**config.mk**
```make
export PLATFORM = sky130hd
export DESIGN_NAME = ui_uart_rx_cfg
export DESIGN_NICKNAME = d
export VERILOG_FILES = /design/src/rtl/ui_uart_pkg.sv /design/src/rtl/ui_meta_harden.sv /design/src/rtl/ui_uart_rx_fifo.sv /design/src/rtl/ui_uart_rx_cfg.sv
export SDC_FILE = /design/constraint.sdc
export NUM_CORES = 1
export LEC_CHECK = 0
export ABC_CLOCK_PERIOD_IN_PS = 3200
export CAP_MARGIN = 5
export CORE_ASPECT_RATIO = 1.1
export CORE_MARGIN = 8
export CORE_UTILIZATION = 45
export DETAILED_ROUTE_END_ITERATION = 10
export PLACE_DENSITY = 0.74
export SETUP_SLACK_MARGIN = 0.5
export SLEW_MARGIN = 20
export SYNTH_ARGS = -nofsm -noshare
export SYNTH_HDL_FRONTEND = slang
export SYNTH_SLANG_ARGS = --single-unit
```
**constraint.sdc**
```tcl
create_clock -name clk -period 3.2 [get_ports clk]
set_input_delay 0.64 -clock clk [delete_from_list [all_inputs] [get_ports clk]]
set_output_delay 0.64 -clock clk [all_outputs]
set_load 0.03 [all_outputs]
```
**src/rtl/ui_uart_pkg.sv**
```systemverilog
`default_nettype none
// ============================================================================
// Module      : ui_uart_pkg
// Description : Shared types and helpers for the configurable UART receiver.
// Revision    : 1.0 - initial release
// ============================================================================
package ui_uart_pkg;

    // Parity mode selected at elaboration.
    typedef enum logic [1:0] {
        PAR_NONE = 2'd0,
        PAR_ODD  = 2'd1,
        PAR_EVEN = 2'd2
    } parity_e;

    // Receiver frame state.
    typedef enum logic [2:0] {
        S_IDLE   = 3'd0,
        S_START  = 3'd1,
        S_DATA   = 3'd2,
        S_PARITY = 3'd3,
        S_STOP   = 3'd4,
        S_BREAK  = 3'd5
    } rx_state_e;

    // Rounded clock divider for one oversample tick.
    function automatic int calc_div(input int clock_rate, input int baud_rate,
                                    input int oversample);
        longint den;
        longint quo;
        den = longint'(baud_rate) * longint'(oversample);
        quo = (longint'(clock_rate) + (den / 2)) / den;
        return int'(quo);
    endfunction

endpackage
`default_nettype wire

```
**src/rtl/ui_meta_harden.sv**
```systemverilog
`default_nettype none
// ============================================================================
// Module      : ui_meta_harden
// Description : Two-flop synchroniser for a single asynchronous input.
// Revision    : 1.0 - initial release
// ============================================================================
module ui_meta_harden #(
    parameter logic RESET_VAL = 1'b0
) (
    input  logic clk,
    input  logic rst,
    input  logic i_signal,
    output logic o_signal
);

    logic r_meta;
    logic r_sync;

    // Two back-to-back flops resolve metastability on the pad input.
    always_ff @(posedge clk) begin
        if (rst) begin
            r_meta <= RESET_VAL;
            r_sync <= RESET_VAL;
        end else begin
            r_meta <= i_signal;
            r_sync <= r_meta;
        end
    end

    assign o_signal = r_sync;

endmodule
`default_nettype wire

```
**src/rtl/ui_uart_rx_fifo.sv**
```systemverilog
`default_nettype none
// ============================================================================
// Module      : ui_uart_rx_fifo
// Description : Synchronous FIFO, first-word-fall-through output.
//               Push while full is accepted only with a simultaneous pop.
// Revision    : 1.0 - initial release
// ============================================================================
module ui_uart_rx_fifo #(
    parameter int DATA_W = 8,
    parameter int DEPTH  = 4
) (
    input  logic              clk,
    input  logic              rst,
    input  logic              i_push,
    input  logic [DATA_W-1:0] i_data,
    input  logic              i_pop,
    output logic [DATA_W-1:0] o_data,
    output logic              o_full,
    output logic              o_empty
);

    localparam int c_AW = $clog2(DEPTH);

    logic [DATA_W-1:0] r_mem [DEPTH];
    logic [c_AW:0]     r_wr_ptr;
    logic [c_AW:0]     r_rd_ptr;
    logic              w_do_push;
    logic              w_do_pop;

    assign o_empty   = (r_wr_ptr == r_rd_ptr);
    assign o_full    = (r_wr_ptr[c_AW] != r_rd_ptr[c_AW]) &&
                       (r_wr_ptr[c_AW-1:0] == r_rd_ptr[c_AW-1:0]);
    assign w_do_pop  = i_pop & ~o_empty;
    assign w_do_push = i_push & (~o_full | w_do_pop);
    assign o_data    = r_mem[r_rd_ptr[c_AW-1:0]];

    // Pointer update; the extra MSB distinguishes full from empty.
    always_ff @(posedge clk) begin
        if (rst) begin
            r_wr_ptr <= '0;
            r_rd_ptr <= '0;
        end else begin
            if (w_do_push) r_wr_ptr <= r_wr_ptr + 1'b1;
            if (w_do_pop)  r_rd_ptr <= r_rd_ptr + 1'b1;
        end
    end

    // Storage write; contents need no reset since empty masks them.
    always_ff @(posedge clk) begin
        if (w_do_push) r_mem[r_wr_ptr[c_AW-1:0]] <= i_data;
    end

endmodule
`default_nettype wire

```
**src/rtl/ui_uart_rx_cfg.sv**
```systemverilog
`default_nettype none
// ============================================================================
// Module      : ui_uart_rx_cfg
// Description : Parametrised UART receiver with majority-vote sampling,
//               parity/framing/break/overflow detection and output FIFO.
// Revision    : 1.0 - initial release
// ============================================================================
module ui_uart_rx_cfg
    import ui_uart_pkg::*;
#(
    parameter int CLOCK_RATE = 200_000_000,
    parameter int BAUD_RATE  = 9_600,
    parameter int OVERSAMPLE = 16,
    parameter int DATA_BITS  = 8,
    parameter int PARITY     = 0,
    parameter int STOP_BITS  = 1,
    parameter int FIFO_DEPTH = 4
) (
    input  logic                 clk,
    input  logic                 rst,
    input  logic                 rxd_i,
    output logic [DATA_BITS-1:0] m_data,
    output logic                 m_valid,
    input  logic                 m_ready,
    output logic                 frm_err,
    output logic                 par_err,
    output logic                 ovf_err,
    output logic                 brk_det
);

    localparam int c_DIV   = calc_div(CLOCK_RATE, BAUD_RATE, OVERSAMPLE);
    localparam int c_DIV_W = (c_DIV > 1) ? $clog2(c_DIV) : 1;
    localparam int c_OS_W  = $clog2(OVERSAMPLE);

    localparam logic [c_DIV_W-1:0] c_DIV_LAST = c_DIV_W'(c_DIV - 1);
    localparam logic [c_OS_W-1:0]  c_SMP_LO   = c_OS_W'(OVERSAMPLE / 2 - 1);
    localparam logic [c_OS_W-1:0]  c_SMP_MID  = c_OS_W'(OVERSAMPLE / 2);
    localparam logic [c_OS_W-1:0]  c_SMP_DEC  = c_OS_W'(OVERSAMPLE / 2 + 1);
    localparam logic [c_OS_W-1:0]  c_SMP_LAST = c_OS_W'(OVERSAMPLE - 1);
    localparam logic [3:0]         c_LAST_DAT = 4'(DATA_BITS - 1);
    localparam logic [3:0]         c_LAST_STP = 4'(STOP_BITS - 1);
    localparam parity_e            c_PAR_MODE = parity_e'(2'(PARITY));

    if (c_DIV < 1) begin : g_div_check
        $fatal(1, "ui_uart_rx_cfg: CLOCK_RATE too low for BAUD_RATE*OVERSAMPLE");
    end

    // ------------------------------------------------------------------------
    // Input synchroniser; the age pipe marks when its output reflects the pad
    // rather than the reset value, so a low line at reset release cannot arm.
    // ------------------------------------------------------------------------
    logic       w_rxd_s;
    logic [1:0] r_sync_age;

    ui_meta_harden #(.RESET_VAL(1'b1)) u_rxd_sync (
        .clk      (clk),
        .rst      (rst),
        .i_signal (rxd_i),
        .o_signal (w_rxd_s)
    );

    // Fill the age pipe after reset.
    always_ff @(posedge clk) begin
        if (rst) r_sync_age <= 2'b00;
        else     r_sync_age <= {r_sync_age[0], 1'b1};
    end

    // ------------------------------------------------------------------------
    // Free-running oversample tick generator.
    // ------------------------------------------------------------------------
    logic [c_DIV_W-1:0] r_div_cnt;
    logic               w_tick;

    assign w_tick = (r_div_cnt == c_DIV_LAST);

    // Divider counter wraps at DIV-1.
    always_ff @(posedge clk) begin
        if (rst)         r_div_cnt <= '0;
        else if (w_tick) r_div_cnt <= '0;
        else             r_div_cnt <= r_div_cnt + 1'b1;
    end

    // ------------------------------------------------------------------------
    // Receive FSM and sampling datapath.
    // ------------------------------------------------------------------------
    rx_state_e              r_state, w_state_nxt;
    logic [c_OS_W-1:0]      r_smp_cnt, w_smp_nxt;
    logic [3:0]             r_bit_idx, w_idx_nxt;
    logic [DATA_BITS-1:0]   r_shreg, w_shreg_nxt;
    logic                   r_smp_a, w_smp_a_nxt;
    logic                   r_smp_b, w_smp_b_nxt;
    logic                   r_par_bit, w_par_nxt;
    logic                   r_stop_bad, w_stop_bad_nxt;
    logic                   r_armed, w_armed_nxt;
    logic                   w_push, w_frm, w_par_e, w_brk;
    logic                   w_maj, w_at_dec, w_at_end;
    logic                   w_stop_any_bad, w_par_x, w_par_bad, w_brk_cond;
    logic                   r_frm_err, r_par_err, r_ovf_err, r_brk_det;
    logic                   w_fifo_full, w_fifo_empty, w_pop;

    assign w_maj          = (r_smp_a & r_smp_b) | (r_smp_a & w_rxd_s) | (r_smp_b & w_rxd_s);
    assign w_at_dec       = w_tick && (r_smp_cnt == c_SMP_DEC);
    assign w_at_end       = w_tick && (r_smp_cnt == c_SMP_LAST);
    assign w_stop_any_bad = r_stop_bad | ~w_maj;
    assign w_par_x        = (^r_shreg) ^ r_par_bit;
    assign w_par_bad      = (c_PAR_MODE == PAR_ODD)  ? ~w_par_x :
                            (c_PAR_MODE == PAR_EVEN) ?  w_par_x : 1'b0;
    // A break looks like an all-zero frame whose stop bit is also low.
    assign w_brk_cond     = (r_shreg == '0) & ~r_par_bit & w_stop_any_bad;

    // Next-state logic: sample capture, bit sequencing and stop evaluation.
    always_comb begin
        w_state_nxt    = r_state;
        w_smp_nxt      = r_smp_cnt;
        w_idx_nxt      = r_bit_idx;
        w_shreg_nxt    = r_shreg;
        w_smp_a_nxt    = r_smp_a;
        w_smp_b_nxt    = r_smp_b;
        w_par_nxt      = r_par_bit;
        w_stop_bad_nxt = r_stop_bad;
        w_armed_nxt    = r_armed;
        w_push         = 1'b0;
        w_frm          = 1'b0;
        w_par_e        = 1'b0;
        w_brk          = 1'b0;

        if (w_tick && (r_state != S_IDLE) && (r_state != S_BREAK)) begin
            w_smp_nxt = (r_smp_cnt == c_SMP_LAST) ? '0 : r_smp_cnt + 1'b1;
            if (r_smp_cnt == c_SMP_LO)  w_smp_a_nxt = w_rxd_s;
            if (r_smp_cnt == c_SMP_MID) w_smp_b_nxt = w_rxd_s;
        end

        case (r_state)
            S_IDLE: begin
                w_smp_nxt = '0;
                if (w_tick && r_sync_age[1] && w_rxd_s) w_armed_nxt = 1'b1;
                if (w_tick && r_armed && !w_rxd_s) begin
                    w_state_nxt    = S_START;
                    w_stop_bad_nxt = 1'b0;
                    w_par_nxt      = 1'b0;
                end
            end
            S_START: begin
                if (w_at_dec && w_maj) begin
                    w_state_nxt = S_IDLE;
                    w_smp_nxt   = '0;
                end else if (w_at_end) begin
                    w_state_nxt = S_DATA;
                    w_idx_nxt   = '0;
                end
            end
            S_DATA: begin
                if (w_at_dec) w_shreg_nxt = {w_maj, r_shreg[DATA_BITS-1:1]};
                if (w_at_end) begin
                    if (r_bit_idx == c_LAST_DAT) begin
                        w_state_nxt = (c_PAR_MODE != PAR_NONE) ? S_PARITY : S_STOP;
                        w_idx_nxt   = '0;
                    end else begin
                        w_idx_nxt = r_bit_idx + 1'b1;
                    end
                end
            end
            S_PARITY: begin
                if (w_at_dec) w_par_nxt = w_maj;
                if (w_at_end) begin
                    w_state_nxt = S_STOP;
                    w_idx_nxt   = '0;
                end
            end
            S_STOP: begin
                if (w_at_dec) begin
                    if (r_bit_idx == c_LAST_STP) begin
                        // Evaluate at the last decision tick, not the bit end.
                        w_smp_nxt   = '0;
                        w_idx_nxt   = '0;
                        w_state_nxt = S_IDLE;
                        if (w_brk_cond) begin
                            w_brk       = 1'b1;
                            w_state_nxt = S_BREAK;
                            w_armed_nxt = 1'b0;
                        end else if (w_stop_any_bad) begin
                            w_frm = 1'b1;
                        end else if (w_par_bad) begin
                            w_par_e = 1'b1;
                        end else begin
                            w_push = 1'b1;
                        end
                    end else begin
                        w_stop_bad_nxt = w_stop_any_bad;
                    end
                end else if (w_at_end) begin
                    w_idx_nxt = r_bit_idx + 1'b1;
                end
            end
            S_BREAK: begin
                w_smp_nxt = '0;
                if (w_tick && w_rxd_s) begin
                    w_state_nxt = S_IDLE;
                    w_armed_nxt = 1'b1;
                end
            end
            default: begin
                w_state_nxt = S_IDLE;
            end
        endcase
    end

    // FSM and datapath registers.
    always_ff @(posedge clk) begin
        if (rst) begin
            r_state    <= S_IDLE;
            r_smp_cnt  <= '0;
            r_bit_idx  <= '0;
            r_shreg    <= '0;
            r_smp_a    <= 1'b1;
            r_smp_b    <= 1'b1;
            r_par_bit  <= 1'b0;
            r_stop_bad <= 1'b0;
            r_armed    <= 1'b0;
        end else begin
            r_state    <= w_state_nxt;
            r_smp_cnt  <= w_smp_nxt;
            r_bit_idx  <= w_idx_nxt;
            r_shreg    <= w_shreg_nxt;
            r_smp_a    <= w_smp_a_nxt;
            r_smp_b    <= w_smp_b_nxt;
            r_par_bit  <= w_par_nxt;
            r_stop_bad <= w_stop_bad_nxt;
            r_armed    <= w_armed_nxt;
        end
    end

    // ------------------------------------------------------------------------
    // Output FIFO and error pulses.
    // ------------------------------------------------------------------------
    assign m_valid = ~w_fifo_empty;
    assign w_pop   = m_valid & m_ready;

    ui_uart_rx_fifo #(
        .DATA_W (DATA_BITS),
        .DEPTH  (FIFO_DEPTH)
    ) u_fifo (
        .clk     (clk),
        .rst     (rst),
        .i_push  (w_push),
        .i_data  (r_shreg),
        .i_pop   (w_pop),
        .o_data  (m_data),
        .o_full  (w_fifo_full),
        .o_empty (w_fifo_empty)
    );

    // Register error pulses so they line up with the FIFO update.
    always_ff @(posedge clk) begin
        if (rst) begin
            r_frm_err <= 1'b0;
            r_par_err <= 1'b0;
            r_ovf_err <= 1'b0;
            r_brk_det <= 1'b0;
        end else begin
            r_frm_err <= w_frm;
            r_par_err <= w_par_e;
            r_ovf_err <= w_push & w_fifo_full & ~w_pop;
            r_brk_det <= w_brk;
        end
    end

    assign frm_err = r_frm_err;
    assign par_err = r_par_err;
    assign ovf_err = r_ovf_err;
    assign brk_det = r_brk_det;

endmodule
`default_nettype wire

```
After elaboration in Yosys (flattened, before gate mapping):

Memories as Yosys holds them, arrays and structs flattened. A register that Yosys moved wholly into a read port is not among the register bits.
Index checks and enable logic that the tools add are counted.

* flip-flop bits (word level): 48
* bits in writable memories: 32
* input port bits: 4
* memories: 1

* $add $sub $neg: 5
* equal/unequal tests: 30
* multiplexer cells: 49
* bitwise gates (word level): 22
* reduce and logical (&&, ||, !) cells: 32

Memory list
* u_fifo.r_mem: words 4, bits a word 8, read ports 1, clocked after memory_dff 1, wr ports 1, RTL line ui_uart_rx_fifo.sv:24 `logic [DATA_W-1:0] r_mem [DEPTH];`

Operators by type and width (count)
* 2-to-1 mux 4 bit: 12
* 2-to-1 mux 3 bit: 10
* inequality test 2 bit, second input constant: 12
* 2-to-1 mux 1 bit: 19
* one-hot mux 3 bit (6 select lines): 1
* one-hot mux 4 bit (4 select lines): 1
* equality test 4 bit, second input constant: 3
* inequality test 3 bit, second input constant: 4
* one-hot mux 4 bit (3 select lines): 1
* adder 11 x 1 -> 11 bit, second input constant: 1
* equality test 11 bit, second input constant: 1
* logical AND 1 bit: 11
* bitwise AND 1 bit: 10
* adder 4 x 1 -> 4 bit, second input constant: 2
* equality test 4 x 3 -> 1 bit, second input constant: 2
* logical NOT 8 bit: 1
* NOT 1 bit: 8
* AND reduction 8 bit: 1
* adder 3 x 1 -> 3 bit, second input constant: 2
* equality test 3 x 2 -> 1 bit, second input constant: 2
* equality test 3 bit, second input constant: 2
* AND reduction 2 bit: 3
* AND reduction 6 bit: 1
* nonzero test 3 bit: 2
* 19 further kinds: 26

Logic depth before layout (Yosys ltp):

Gate-level depths: netlist (run 1).

* depth in word-level cells: 13
* gate-level depth with buffers: 8

Hierarchy:

From an unflattened synthesis (run 1), not the netlist that was laid out.

* cell total of the unflattened synthesis: 344
* area, all modules: 3834.9 um^2

Modules (own cells, without submodules)
* ui_uart_rx_cfg: times used 1, cells an instance 243, area each 2083.2 um^2, sequential area each 800.8 um^2
* ui_uart_rx_fifo: times used 1, cells an instance 97, area each 1699.1 um^2, sequential area each 1121.1 um^2
* ui_meta_harden: times used 1, cells an instance 4, area each 52.6 um^2, sequential area each 40.0 um^2

Worst setup path after synthesis (run 1):

Ideal clock, no wire load.

* kind: register -> register
* from: register r_div_cnt[0]
* to: memory u_fifo.r_mem[3][0] (enable)
* arrival time: 2.372 ns
* data required time: 2.817 ns
* path slack: 0.444 ns
* cell stages (with the launch flop): 7
* clock period less this slack: 2.756 ns
* cells stage by stage: dfxtp_1 > ha_1 > nand4b_2 > or4_4 > or3_1 > clkbuf_2 > nor3_1

* longest elaborated chain between the ends: 7

Ends and longest elaborated chain
* start, declared: RTL line ui_uart_rx_cfg.sv:71 `logic [c_DIV_W-1:0] r_div_cnt;`
* start signal, assigned: RTL line ui_uart_rx_cfg.sv:80 `else r_div_cnt <= r_div_cnt + 1'b1;`
* equality test 11 bit: RTL line ui_uart_rx_cfg.sv:74 `assign w_tick = (r_div_cnt == c_DIV_LAST);`
* logical AND 1 bit: RTL line ui_uart_rx_cfg.sv:102 `assign w_at_dec = w_tick && (r_smp_cnt == c_SMP_DEC);`
* 2-to-1 mux 1 bit: RTL line ui_uart_rx_cfg.sv:171 `if (w_at_dec) begin`
* 2-to-1 mux 1 bit: RTL line ui_uart_rx_cfg.sv:133 `case (r_state)`
* bitwise AND 1 bit: RTL line ui_uart_rx_fifo.sv:34 `assign w_do_push = i_push & (~o_full | w_do_pop);`
* 2-to-1 mux 1 bit: RTL line ui_uart_rx_fifo.sv:50 `if (w_do_push) r_mem[r_wr_ptr[c_AW-1:0]] <= i_data;`
* 2-to-1 mux 1 bit (not written as such): RTL line ui_uart_rx_fifo.sv:50
* end, declared: RTL line ui_uart_rx_fifo.sv:24

No other way between the ends.

Final worst setup path (run 1):

* from: register r_div_cnt[0]
* to: register u_fifo.r_wr_ptr[2]

* longest elaborated chain between the ends: 5

Ends and longest elaborated chain
* equality test 11 bit: RTL line ui_uart_rx_cfg.sv:74
* logical AND 1 bit: RTL line ui_uart_rx_cfg.sv:102
* 2-to-1 mux 1 bit: RTL line ui_uart_rx_cfg.sv:171
* 2-to-1 mux 1 bit: RTL line ui_uart_rx_cfg.sv:133
* bitwise AND 1 bit: RTL line ui_uart_rx_fifo.sv:34
* end signal, assigned: RTL line ui_uart_rx_fifo.sv:43 `if (w_do_push) r_wr_ptr <= r_wr_ptr + 1'b1;`
* end, declared: RTL line ui_uart_rx_fifo.sv:25 `logic [c_AW:0] r_wr_ptr;`

No other way between the ends.
A chain may end at the register's enable or synchronous reset.

==> results of run 1 <==
## flip-flops by register name, summed over array words and instances, names as in the netlist, named ones only
register,flops
r_smp_b,1
r_smp_cnt,4
u_rxd_sync.r_meta,1
u_fifo.r_wr_ptr,3
r_shreg,8
r_stop_bad,1
u_rxd_sync.o_signal,1
u_fifo.r_mem,32
r_armed,1
r_bit_idx,4
r_div_cnt,11
ovf_err,1
frm_err,1
u_fifo.r_rd_ptr,3
r_state,3
brk_det,1
r_smp_a,1
r_sync_age,2
r_par_bit,1
## kinds of logic after synthesis
kind of cell	share of synthesized area [%]
adder cells (fa/ha/maj)	4.33
AND/OR/NAND/NOR	20.6
multiplexers	5.96
AO/OA/AOI/OAI	9.24
other	0.101
XOR/XNOR	3.79
flip-flops	53.1
buffers and inverters	2.84
## report_power, final
| group | total, mW | internal (mW) | switching (mW) |
|---|---|---|---|
| combinational | 0.0426 | 0.0162 | 0.0263 |
| clock | 0.730 | 0.359 | 0.372 |
| sequential | 1.09 | 1.08 | 0.00540 |
## through the flow
step / power, mW / hold slack (ns) / instances
after floorplan: 1.14 / 0.389 / 342
after global placement: 1.15 / 0.395 / 459
after detailed placement: 1.15 / 0.394 / 459
after CTS: 1.88 / 0.419 / 474
after global routing: 1.94 / 0.446 / 475
final: 1.86 / 0.412 / 475
## Yosys cell counts (all sizes together) (2+ instances only)
| cell type | instances |
|---|---|
| nand4b | 7 |
| nor4 | 4 |
| or2 | 5 |
| xor2 | 8 |
| nor2b | 5 |
| a31o | 2 |
| nor3 | 9 |
| or4 | 4 |
| ha | 12 |
| a22oi | 2 |
| o31ai | 3 |
| nor2 | 22 |
| dfxtp | 50 |
| buf | 6 |
| o21ai | 7 |
| nand3 | 17 |
| inv | 12 |
| or3b | 3 |
| mux2i | 4 |
| nand2 | 38 |
| nand2b | 2 |
| a2111oi | 3 |
| mux4 | 8 |
| a21oi | 21 |
| or3 | 2 |
| nand3b | 5 |
| xnor2 | 8 |
| and3 | 10 |
| clkbuf | 8 |
| edfxtp | 32 |
| a221oi | 2 |
## repair_timing
item | 4_1_cts | 5_1_grt
endpoints found under the setup margin | 24 | 40
gates cloned | 0 | 0
pin swaps | 0 | 1
setup buffers | 0 | 1
gates resized for setup | 3 | 3
## final cells by class
type                            count  area share [%]
Sequential cell                    82            46.6
Multi-Input combinational cell    234            39.1
Timing Repair Buffer               24            5.46
Tap cell                          108            3.21
Clock buffer                        9            2.94
Clock inverter                      6            1.60
Inverter                           12            1.07
## routing by layer
metal / global-route usage [%] / vias up / routed length [um]
met5: 0 / - / 0
met4: 5.59 / 0 / 108
met3: 2.76 / 10 / 298
met2: 22.6 / 47 / 3560
met1: 16.1 / 1261 / 3060
li1: - / 1298 / -
## how the worst max path moves through the flow
| stage | from | end | depth (start not counted) |
|---|---|---|---|
| after global placement | r_div_cnt[0]$_SDFF_PP0_ | u_fifo.r_mem[3][0]$_DFFE_PP_ | 5 |
| after CTS | r_div_cnt[0]$_SDFF_PP0_ | u_fifo.r_mem[1][5]$_DFFE_PP_ | 5 |
| after detailed placement | r_div_cnt[0]$_SDFF_PP0_ | u_fifo.r_mem[3][1]$_DFFE_PP_ | 5 |
| after global routing | r_div_cnt[0]$_SDFF_PP0_ | u_fifo.r_wr_ptr[2]$_SDFFE_PP0N_ | 6 |
| after floorplan | r_div_cnt[0]$_SDFF_PP0_ | u_fifo.r_mem[3][0]$_DFFE_PP_ | 6 |
| final | r_div_cnt[0]$_SDFF_PP0_ | u_fifo.r_wr_ptr[2]$_SDFFE_PP0N_ | 6 |
## worst max-delay path: stages (launching register included)
cell	delay (ns)
dfxtp_1	0.40
ha_1	0.19
nand4b_2	0.17
or4_4	0.59
or3_1	0.50
or4_1	0.50
a21oi_1	0.15
==> impl_results.md, run 1 <==
* Clock-pin slew on the worst setup and hold paths at 0.08 ns
* Commonest non-fill, non-tap cell in the layout: dfxtp_1
* Maximum VDD drop at 0.238 mV
* Root Driver: clkbuf_8
* HP Start: u_rxd_sync.r_meta$_SDFF_PP1_
* Hold EP: u_rxd_sync.o_signal$_SDFF_PP1_
* Worst Hold Path Cells at 1
* Worst r2r src: r_div_cnt[0]$_SDFF_PP0_
* Synth Warn # at 0
* RSZ-0062 raised after global routing: true
* H-tree levels at 3
* R2R depth at 6
* Core Area at 0.00796 sq mm
* Outcome: finished, final reports clean
* Avg Cell Area, Syn at 10.8 sq um
* Via count at 2616
* Final nets at 379
* LEAKAGE at 1.44 nW
* Chip width at 102 um
* Fmax at 389 MHz
* Post-synth top area share at 27.1%
* Routed wire length per instance at 14.8 um
* Rel. slew slack at 46.3%
* Vias in the first global route at 2629
* Synth Instances at 342
* Die area at 0.0114 sq mm
* WP data required at 3.48 ns
* TritonCTS clock tree: yes
* Final WL at 7030 um
* Initial DRC count at 94
* Max Slew Vio Count at 0
* Total track usage at 13.5%
* Main area contributors after synthesis: dfxtp_1 (27%), edfxtp_1 (26%), mux4_2 (4.9%)
* # setup viols final at 0
* Final Wtd Congestion at 0.881
* RR Endpoint: u_fifo.r_wr_ptr[2]$_SDFFE_PP0N_
* Area growth, synth to finish at 14.0%
* Hold Path Class: reg2reg
* CTS sink cnt at 82
* CTS Buf Count at 9
* Distinct cell type count after synthesis at 61
* Footprint of the multi-input gates at 0.00165 sq mm
* Worst setup margin at 0.631 ns
* Row count at 34
* Post-route DRC at 0
* Crit path DAT at 2.85 ns
* Max Fanout on Critical Path at 7
* Max-Cap Viols at 0
* ANT nets after route at 0
* Clock Skew at 0.00607 ns
* FF-to-FF setup slack at 0.63 ns
* Reg area at 0.00197 sq mm
* CTS max path bufs at 2
* Starting density of the core at 46.5%
* Crit start category: flop
* Number of diodes at 0
* Finished Cell Area at 0.00422 sq mm
* Synthesized area at 0.00370 sq mm
* IO buf count at 15
* Pwr/cell area at 441 mW/mm^2
* Post-synth net total at 358
* Worst-Margin Slew at 0.799 ns
* Grt ovf at 0
* Post-synthesis register bit count at 82
* Crit Path Category: reg2reg
* Post-DR vias/cell at 5.51
* Post-synth top flop: dfxtp_1
* Dpl ws at 0.471 ns
* First-pass GRT wire length at 12400 um
* Pin count of the biggest net entering global routing at 18
* Share of post-route cells with drive strength above 1 at 14.4%
* 1st-pass router iterations at 4
* Initial antenna violation count at 0
* Clock latency on the worst-skew pair at 0.35 ns
* Asr flop ratio synth at 0%
* EDFF count, synth at 32
* Placed wire-length estimate at 5050 um
* Post-route clock period utilization at 80.3%
* Die Y at 111 um
* Commonest cells after routing, fill and taps aside: dfxtp_1 (49), nand2_1 (38), edfxtp_1 (32)
* Ports at 17
* Post-DP Area at 0.00399 sq mm
* Crit end category: flop
* Setup_tns at 0 ns
* Minimum clock period at 2.57 ns
* Area leader, netlist: dfxtp_1
* # hold bufs at CTS at 0
* Util after Layout at 53.0%
* Hold Fails Final Rpt at 0
* Seq/Total Area, Yosys at 53.1%
* Total of fill cells in the finished design at 714
Power figures use the tool's default switching activity.
==> run 2: changes to the inputs <==
Settings changed: ABC_CLOCK_PERIOD_IN_PS 3200 to 2480.
Clock period 3.2 ns to 2.48 ns, I/O delays scaled along.
==> run 2 against run 1 <==
Via count is 7.0% higher; highest routed layer unchanged; largest cell class unchanged; first-iteration DRC count grew 22%; sequential power increased by 28%; maximum frequency up 15%; register-to-register slack lost 0.38 ns; cell count rose by 6.9%; setup slack got worse by 0.38 ns; power grew 36%; global-route usage up 0.77 points; critical endpoint unchanged; non-clock buffer count rose by 32; flip-flop and latch count unchanged.
==> impl_results.md, run 2 (same netlist as run 1, synthesis figures left out) <==
* Outcome: finished, final reports clean
* Util after Layout at 60.3% (+7.3 points)
* Ports at 17 (unchanged)
* Crit Path Category: reg2reg
* Max reg flops at 32 (unchanged)
* TritonCTS clock tree: yes
* Chip width at 102 um (unchanged)
* First-pass GRT wire length at 12900 um (+4.3%)
* Post-route clock period utilization at 90.0% (+9.7 points)
* Grt ovf at 0 (unchanged)
* Final Total Pwr at 2.54 mW (+36%)
* Pwr/cell area at 529 mW/mm^2 (+20%)
* Number of diodes at 0 (unchanged)
* Commonest non-fill, non-tap cell in the layout: dfxtp_1
* Die area at 0.0114 sq mm (unchanged)
* Clock Skew at 0.00850 ns (+0.00243 ns)
* # setup viols final at 0 (unchanged)
* Die Y at 111 um (unchanged)
* Placed wire-length estimate at 5200 um (+3.0%)
* IO buf count at 15 (unchanged)
* ANT nets after route at 0 (unchanged)
* Sequential power share at 55.1% (-3.3 points)
* Crit end category: flop
* Final WL at 8100 um (+15%)
* Area growth, synth to finish at 29.8%
* Routed wire length per instance at 15.9 um (+7.7%)
* Clock power share at 41.8% (+2.5 points)
* Final Wtd Congestion at 0.898 (+1.9%)
* Hold Fails Final Rpt at 0 (unchanged)
* Reg area at 0.00199 sq mm (+1.0%)
* Share of post-route cells with drive strength above 1 at 34.5% (+20 points)
* 1st-pass router iterations at 4 (unchanged)
* Footprint of the multi-input gates at 0.00190 sq mm (+15%)
* Setup_tns at 0 ns (unchanged)
* Comb pwr share at 3.0% (+0.7 points)
* Total of fill cells in the finished design at 642 (-10%)
* Maximum VDD drop at 0.298 mV (+25%)
* RSZ-0062 raised after global routing: true
* Final nets at 411 (+8.4%)
* Post-route DRC at 0 (unchanged)
* Commonest cells after routing, fill and taps aside: dfxtp_1 (39), nand2_1 (37), buf_4 (33)
* Pin count of the biggest net entering global routing at 19 (+1)
* Net Sw Power at 0.544 mW (+35%)
* # hold bufs at CTS at 0 (unchanged)
* CTS Buf Count at 9 (unchanged)
* Root Driver: clkbuf_8
* Starting density of the core at 46.5% (unchanged)
* CTS max path bufs at 2 (unchanged)
* Minimum clock period at 2.23 ns (-0.338 ns)
* Switching Fraction at 21.4% (-0.27 points)
* Hold Path Class: reg2reg
* LEAKAGE at 1.67 nW (+16%)
* Via count at 2798 (+7.0%)
* Total internal power at 1.99 mW (+37%)
* Initial DRC count at 115 (+22%)
* Max Slew Vio Count at 0 (unchanged)
* Core Area at 0.00796 sq mm (unchanged)
* Crit path DAT at 2.53 ns (-0.32 ns)
* H-tree levels at 3 (unchanged)
* Post-DR vias/cell at 5.51 (about the same)
* Vias in the first global route at 2809 (+6.8%)
* Fmax at 448 MHz (+15%)
* Initial antenna violation count at 0 (unchanged)
* Max Fanout on Critical Path at 4 (-3)
* Max-Cap Viols at 0 (unchanged)
* Clock-pin slew on the worst setup and hold paths at 0.09 ns (about the same)
* Total track usage at 14.2% (+0.77 points)
* Rel. slew slack at 66.1% (+20 points)
* Worst-Margin Slew at 0.504 ns (-0.295 ns)
* Crit start category: flop
* Row count at 34 (unchanged)
* Clock latency on the worst-skew pair at 0.36 ns (about the same)
* WP data required at 2.78 ns (-0.70 ns)
* CTS sink cnt at 82 (unchanged)
-- run 2: cell count changes in the layout (fill, tap and decap cells not counted), moves of 5 or more --
cell             before  now
a21oi_2               0    5
clkdlybuf4s50_1      15    6
buf_4                 8   33
dfxtp_1              49   39
a21oi_1              21   16
buf_6                 0   14
dfxtp_2               0    7
-- run 2: worst paths after layout --
path                                              startpoint                              end  slack [ns]  cells past startpoint
worst max-delay path                 r_smp_cnt[1]$_SDFF_PP0_  u_fifo.r_wr_ptr[2]$_SDFFE_PP0N_        0.25                      7
worst min-delay path            u_rxd_sync.r_meta$_SDFF_PP1_   u_rxd_sync.o_signal$_SDFF_PP1_        0.42                      1
worst max register to register       r_smp_cnt[1]$_SDFF_PP0_  u_fifo.r_wr_ptr[2]$_SDFFE_PP0N_        0.25                      7
worst min register to register  u_rxd_sync.r_meta$_SDFF_PP1_   u_rxd_sync.o_signal$_SDFF_PP1_        0.42                      1
-- run 2: cell type report --
type	count	area share, %
Clock buffer	10	2.66
Multi-Input combinational cell	234	39.7
Inverter	12	0.939
Timing Repair Buffer	56	10.6
Clock inverter	6	1.90
Tap cell	108	2.82
Sequential cell	82	41.4
-- run 2: worst max-delay path, cell delays in order, from the launching register on --
cell      delay [ns]
dfxtp_2         0.33
inv_2           0.07
ha_4            0.12
nand3b_1        0.10
or4_4           0.54
or3_4           0.38
or4_1           0.48
a21oi_1         0.14
-- run 2: routing by layer --
layer	track usage (%)	share of wire [%]	up-vias
met2	24.8	53	73
li1	-	-	1358
met1	15.4	41	1345
met5	0	0	-
met4	6.47	2.3	0
met3	3.89	4.1	22
-- run 2: power groups by stage --
| stage | logic (mW) | clock network [mW] | registers (mW) |
|---|---|---|---|
| after floorplan | 0.0413 | 0 | 1.43 |
| after global placement | 0.0583 | 0 | 1.43 |
| after detailed placement | 0.0585 | 0 | 1.43 |
| after CTS | 0.0705 | 1.07 | 1.40 |
| after global routing | 0.0831 | 1.12 | 1.40 |
| final | 0.0768 | 1.06 | 1.40 |
-- run 2: through the flow --
stage | hold slack, ns | instance area [sq um] | std cells | setup slack, ns
floorplan | 0.389 | 3750 | 342 | 0.160
global placement | 0.396 | 4100 | 469 | 0.0963
detailed placement | 0.400 | 4100 | 469 | 0.0348
CTS | 0.418 | 4620 | 503 | 0.240
global route | 0.428 | 4800 | 508 | 0.148
finish | 0.416 | 4800 | 508 | 0.249
-- run 2: timing repair --
item / CTS / global route
pin swaps: 20 / 20
endpoints found under the hold margin: 0 / 0
gates resized for setup: 91 / 40
setup endpoints to repair: 54 / 66
buffers inserted: 18 / 5
==> run 3: changes to the inputs <==
Settings changed: ABC_CLOCK_PERIOD_IN_PS 2480 to not set, CORE_MARGIN 8 to not set, SLEW_MARGIN 20 to 30.
==> run 3 against run 2 <==
Setup slack got worse by 0.024 ns; maximum frequency down 1.1%; hold slack better by 0.0064 ns; wire length decreased by 6.2%; count of clock-buffer cells in the layout is 1 lower; global-route usage up 4.5 points; sequential power about the same; cell count fell by 1.4%; via count down 2.2%; non-clock buffer count is 7 lower; die area decreased by 25%; critical path type unchanged; largest cell class unchanged; largest power group unchanged.
==> impl_results.md, run 3 (same netlist as run 1, synthesis figures left out) <==
* Clock Skew at 0.0101 ns (+0.00162 ns)
* Vias in the first global route at 2679 (-4.6%)
* Final Total Pwr at 2.45 mW (-3.5%)
* Total track usage at 18.7% (+4.5 points)
* LEAKAGE at 1.65 nW (-1.2%)
* Grt ovf at 0 (unchanged)
* H-tree levels at 3 (unchanged)
* Hold Path Class: reg2reg
* Die Y at 97.1 um (-13%)
* # setup viols final at 0 (unchanged)
* Pin count of the biggest net entering global routing at 30 (+11)
* Max Slew Vio Count at 0 (unchanged)
* Commonest non-fill, non-tap cell in the layout: dfxtp_1
* CTS sink cnt at 82 (unchanged)
* Routed wire length per instance at 15.2 um (-4.9%)
* Rel. slew slack at 66.4% (+0.25 points)
* Critical path buffers and inverters at 1 (unchanged)
* Outcome: finished, final reports clean
* 1st-pass router iterations at 4 (unchanged)
* Core Area at 0.00796 sq mm (unchanged)
* Final Wtd Congestion at 0.924 (+2.8%)
* Clock latency on the worst-skew pair at 0.36 ns (about the same)
* Root Driver: clkbuf_8
* Hold Fails Final Rpt at 0 (unchanged)
* Reg area at 0.00198 sq mm (-0.38%)
* Crit start category: flop
* Starting density of the core at 46.5% (unchanged)
* Number of diodes at 0 (unchanged)
* Footprint of the multi-input gates at 0.00188 sq mm (-1.4%)
* Clock-pin slew on the worst setup and hold paths at 0.09 ns (about the same)
* Crit Path Category: reg2reg
* CTS Buf Count at 9 (unchanged)
* Area growth, synth to finish at 27.1%
* Total of fill cells in the finished design at 660 (+2.8%)
* Post-DR vias/cell at 5.46 (-0.85%)
* Final WL at 7600 um (-6.2%)
* First-pass GRT wire length at 12300 um (-4.8%)
* Fmax at 443 MHz (-1.1%)
* Commonest cells after routing, fill and taps aside: dfxtp_1 (39), nand2_1 (37), edfxtp_1 (32)
* Share of post-route cells with drive strength above 1 at 32.3% (-2.2 points)
* Final nets at 404 (-1.7%)
* WP data required at 2.77 ns (about the same)
* Chip width at 88.4 um (-14%)
* Post-route DRC at 0 (unchanged)
* Crit path largest cell delay at 0.53 ns (about the same)
* Critical-path cell list: inv_2, ha_4, nand3b_1, or4_4, or3_4, or4_1, a21oi_1
* Ports at 17 (unchanged)
* IO buf count at 15 (unchanged)
* Minimum clock period at 2.26 ns (+0.0245 ns)
* Row count at 34 (unchanged)
* RSZ-0062 raised after global routing: true
* Crit end category: flop
* Setup_tns at 0 ns (unchanged)
* Cell family with most CP delay: simple AND/OR/NAND/NOR gates
* Placed wire-length estimate at 4990 um (-4.1%)
* Worst-Margin Slew at 0.503 ns (-0.00114 ns)
* Initial DRC count at 91 (-21%)
* # hold bufs at CTS at 0 (unchanged)
* Post-route clock period utilization at 90.9% (+0.99 points)
* Final Hold Slack at 0.422 ns (+0.00638 ns)
* Cell with the largest stage delay on the worst path: or4_4
* Maximum VDD drop at 0.291 mV (-2.2%)
* ANT nets after route at 0 (unchanged)
* Initial antenna violation count at 0 (unchanged)
* Pwr/cell area at 521 mW/mm^2 (-1.4%)
* TritonCTS clock tree: yes
* Via count at 2736 (-2.2%)
* Max Fanout on Critical Path at 5 (+1)
* Max-Cap Viols at 0 (unchanged)
* Crit path DAT at 2.54 ns (about the same)
* Die area at 0.00858 sq mm (-25%)
* Max reg flops at 32 (unchanged)
* CTS max path bufs at 2 (unchanged)
[run 3: cell count changes in the layout (fill, tap and decap cells not counted), sizes merged]
cell,before,now
buf,50,43
clkinv,1,3
clkinvlp,3,1
inv,12,14
bufinv,2,1
clkbuf,10,9
[run 3: area by class of cell]
| cell class | instances | area share [%] |
|---|---|---|
| Tap cell | 108 | 2.88 |
| Inverter | 12 | 0.959 |
| Timing Repair Buffer | 49 | 9.83 |
| Clock buffer | 9 | 2.64 |
| Clock inverter | 7 | 1.62 |
| Multi-Input combinational cell | 234 | 40.0 |
| Sequential cell | 82 | 42.1 |
[run 3: layer usage]
layer	wire length, um	share of wire [%]	global-route usage (%)	vias up
met5	0	0	0	-
met4	192	2.5	8.19	0
met3	250	3.3	4.08	19
met2	3950	52	32.4	55
met1	3210	42	21.7	1317
li1	-	-	-	1345
[run 3: path summary, 6_finish.rpt]
kind	startpoint	to	slack [ns]	cells past startpoint
worst max-delay path	r_smp_cnt[1]$_SDFF_PP0_	u_fifo.r_wr_ptr[2]$_SDFFE_PP0N_	0.22	7
worst min-delay path	u_rxd_sync.r_meta$_SDFF_PP1_	u_rxd_sync.o_signal$_SDFF_PP1_	0.42	1
worst max register to register	r_smp_cnt[1]$_SDFF_PP0_	u_fifo.r_wr_ptr[2]$_SDFFE_PP0N_	0.22	7
worst min register to register	u_rxd_sync.r_meta$_SDFF_PP1_	u_rxd_sync.o_signal$_SDFF_PP1_	0.42	1
[run 3: through the flow]
| step | cell area, sq um | std cells | util, % | worst slack [ns] |
|---|---|---|---|---|
| 6_report | 4700 | 501 | 59.0 | 0.224 |
| 2_1_floorplan | 3750 | 342 | - | 0.160 |
| 3_3_place_gp | 4100 | 468 | 51.5 | 0.0997 |
| 5_1_grt | 4700 | 501 | 59.0 | 0.169 |
| 4_1_cts | 4520 | 499 | 56.8 | 0.236 |
| 3_5_place_dp | 4100 | 468 | 51.5 | 0.0376 |
[run 3: power by group]
part / internal, mW / total, mW / switching [mW]
combinational: 0.0303 / 0.0714 / 0.0411
sequential: 1.40 / 1.40 / 0.00618
clock: 0.472 / 0.975 / 0.503
[run 3: repair_timing]
action | in CTS | in global routing
pin swaps | 20 | 5
gates resized for setup | 77 | 45
setup buffers | 15 | 2
endpoints found under the hold margin | 0 | 0
endpoints found under the setup margin | 61 | 68
==> RTL edit (settings of run 3) <==
Set the parameter `BAUD_RATE` to 2_400 (it was 9_600).
--- a/src/rtl/ui_uart_rx_cfg.sv
+++ b/src/rtl/ui_uart_rx_cfg.sv
@@ -11,3 +11,3 @@
     parameter int CLOCK_RATE = 200_000_000,
-    parameter int BAUD_RATE  = 9_600,
+    parameter int BAUD_RATE  = 2_400,
     parameter int OVERSAMPLE = 16,
Function: same outputs for any inputs over 10 cycles, from zero or initial values and one cycle with rst high; that may be too few to reach the edited logic, so the function may still have changed.
==> RTL edit against run 3 <==
Setup slack better by 0.10 ns. Final area is 0.69% higher. Routed wire length fell by 1.2%. Sequential share of layout area increased by 0.37 points. Sequential cell count is 2 higher. Area after synthesis increased by 6.5%. Via count up 0.77%. Global-route usage decreased by 1.2 points. Critical endpoint is now r_state[0].
Power is not compared: it rests on default switching activity, and its combinational part moved more than twofold at a synthesized area within 25%.
==> RTL edit: results (changes against run 3) <==
stage,metric,value,unit,change
status,status,finished clean,,
placement,dp_slack,0.211,ns,+0.174 ns
cells_and_area,nNonClkBuffers,42,,-14%
placement,dp.final_hpwl,5040,um,+1.0%
cells_and_area,drive_gt1_share,27.5,%,-4.8 points
cells_and_area,seq_share,42.5,%,+0.37 points
placement,placed_cells,470,,+0.43%
hold_path,holdCritPathClass,register to register,,
cells_and_area,clkCellAreaFrac,4.58,%,+0.31 points
cells_and_area,largest_reg_flops,32,,unchanged
logic_synthesis,synthTopCellsByArea,"dfxtp_1 (26%), edfxtp_1 (24%), mux4_2 (4.6%)",,
cells_and_area,final-seq-area,2010,sq um,+1.6%
sta,relSlewSlack,65.7,%,-0.62 points
placement,finalWeightedCongestion,0.911,,-1.4%
global_routing,grt_pass1_vias,2624,,-2.1%
worst_setup_path,path_delay_family,simple AND/OR/NAND/NOR gates,,
cells_and_area,multi_input_area,1930,sq um,+2.6%
cells_and_area,inv_count,13,,+1
sta,worst_clock_skew,0.00688,ns,-0.00324 ns
worst_setup_path,cpMaxStageDelayCell,or4b_4,,
placement,place_area,4220,sq um,+2.9%
logic_synthesis,synthAdderAreaFrac,3.75,%,-0.58 points
cells_and_area,fillers,730,,+11%
global_routing,grt_pass1_wl,12500,um,+1.4%
logic_synthesis,synth.net_count,367,,+2.5%
worst_setup_path,crit_path_max_fanout,4,,-1
drt,initialDrtViolationCount,129,,+42%
worst_setup_path,slowest_delay,0.58,ns,+0.05 ns
worst_setup_path,arrival,2.40,ns,-0.14 ns
logic_synthesis,ys_seq_elements,84,,+2.4%
drt,drt_wl_total,7510,um,-1.2%
logic_synthesis,synth.avg_cell_area,11.2,sq um,+3.5%
cells_and_area,antennaDiodeCount,0,,unchanged
logic_synthesis,syn_inst,352,,+2.9%
logic_synthesis,synth_seq_area_share,50.8,%,-2.2 points
cells_and_area,clock_buffers,10,,+1
logic_synthesis,netlist_top_cells_count,"dfxtp_1 (52), edfxtp_1 (32), nand2_1 (32), nor2_1 (32), nand3_1 (19)",,
cells_and_area,nets,403,,-0.25%
clocking,cts_resized,72,,-6.5%
global_routing,grt_max_degree,32,,+6.7%
drt,post_drt_wl_per_cell,14.9,um,-1.7%
cells_and_area,nMultiInputCombCells,238,,+1.7%
drt,num_vias,2757,,+0.77%
global_routing,grtUsageTotal,17.5,%,-1.2 points
logic_synthesis,muxShareOfSynthArea,5.85,%,-0.11 points
cells_and_area,nonClkBufAreaFrac,8.25,%,-1.6 points
logic_synthesis,synth-xor-area-share,4.23,%,+0.43 points
logic_synthesis,synth.distinct_cells,69,,+13%
logic_synthesis,synth_compound_area_share,9.88,%,+0.64 points
[RTL edit: changes by cell type after synthesis, sizes merged, moves of 4 or more]
cell	change
nor2	+10
nand2	-6
a21oi	-4
and2	+4
nand4	+4
and3	-5
o21ai	-4
nand4b	-4
[RTL edit: final timing paths]
kind                                   startpoint  slack [ns]                  end  depth (start not counted)
worst max-delay path                r_div_cnt[11]        0.33           r_state[0]                          6
worst max register to register      r_div_cnt[11]        0.33           r_state[0]                          6
worst min-delay path            u_rxd_sync.r_meta        0.42  u_rxd_sync.o_signal                          1
worst min register to register  u_rxd_sync.r_meta        0.42  u_rxd_sync.o_signal                          1
[RTL edit: layer usage]
layer	global-route usage, %	vias to the layer above	part of all wire [%]
met4	6.11	0	2.5
met2	31.3	73	50
met5	0	-	0
met1	19.9	1317	43
met3	5.23	17	4.2
li1	-	1350	-
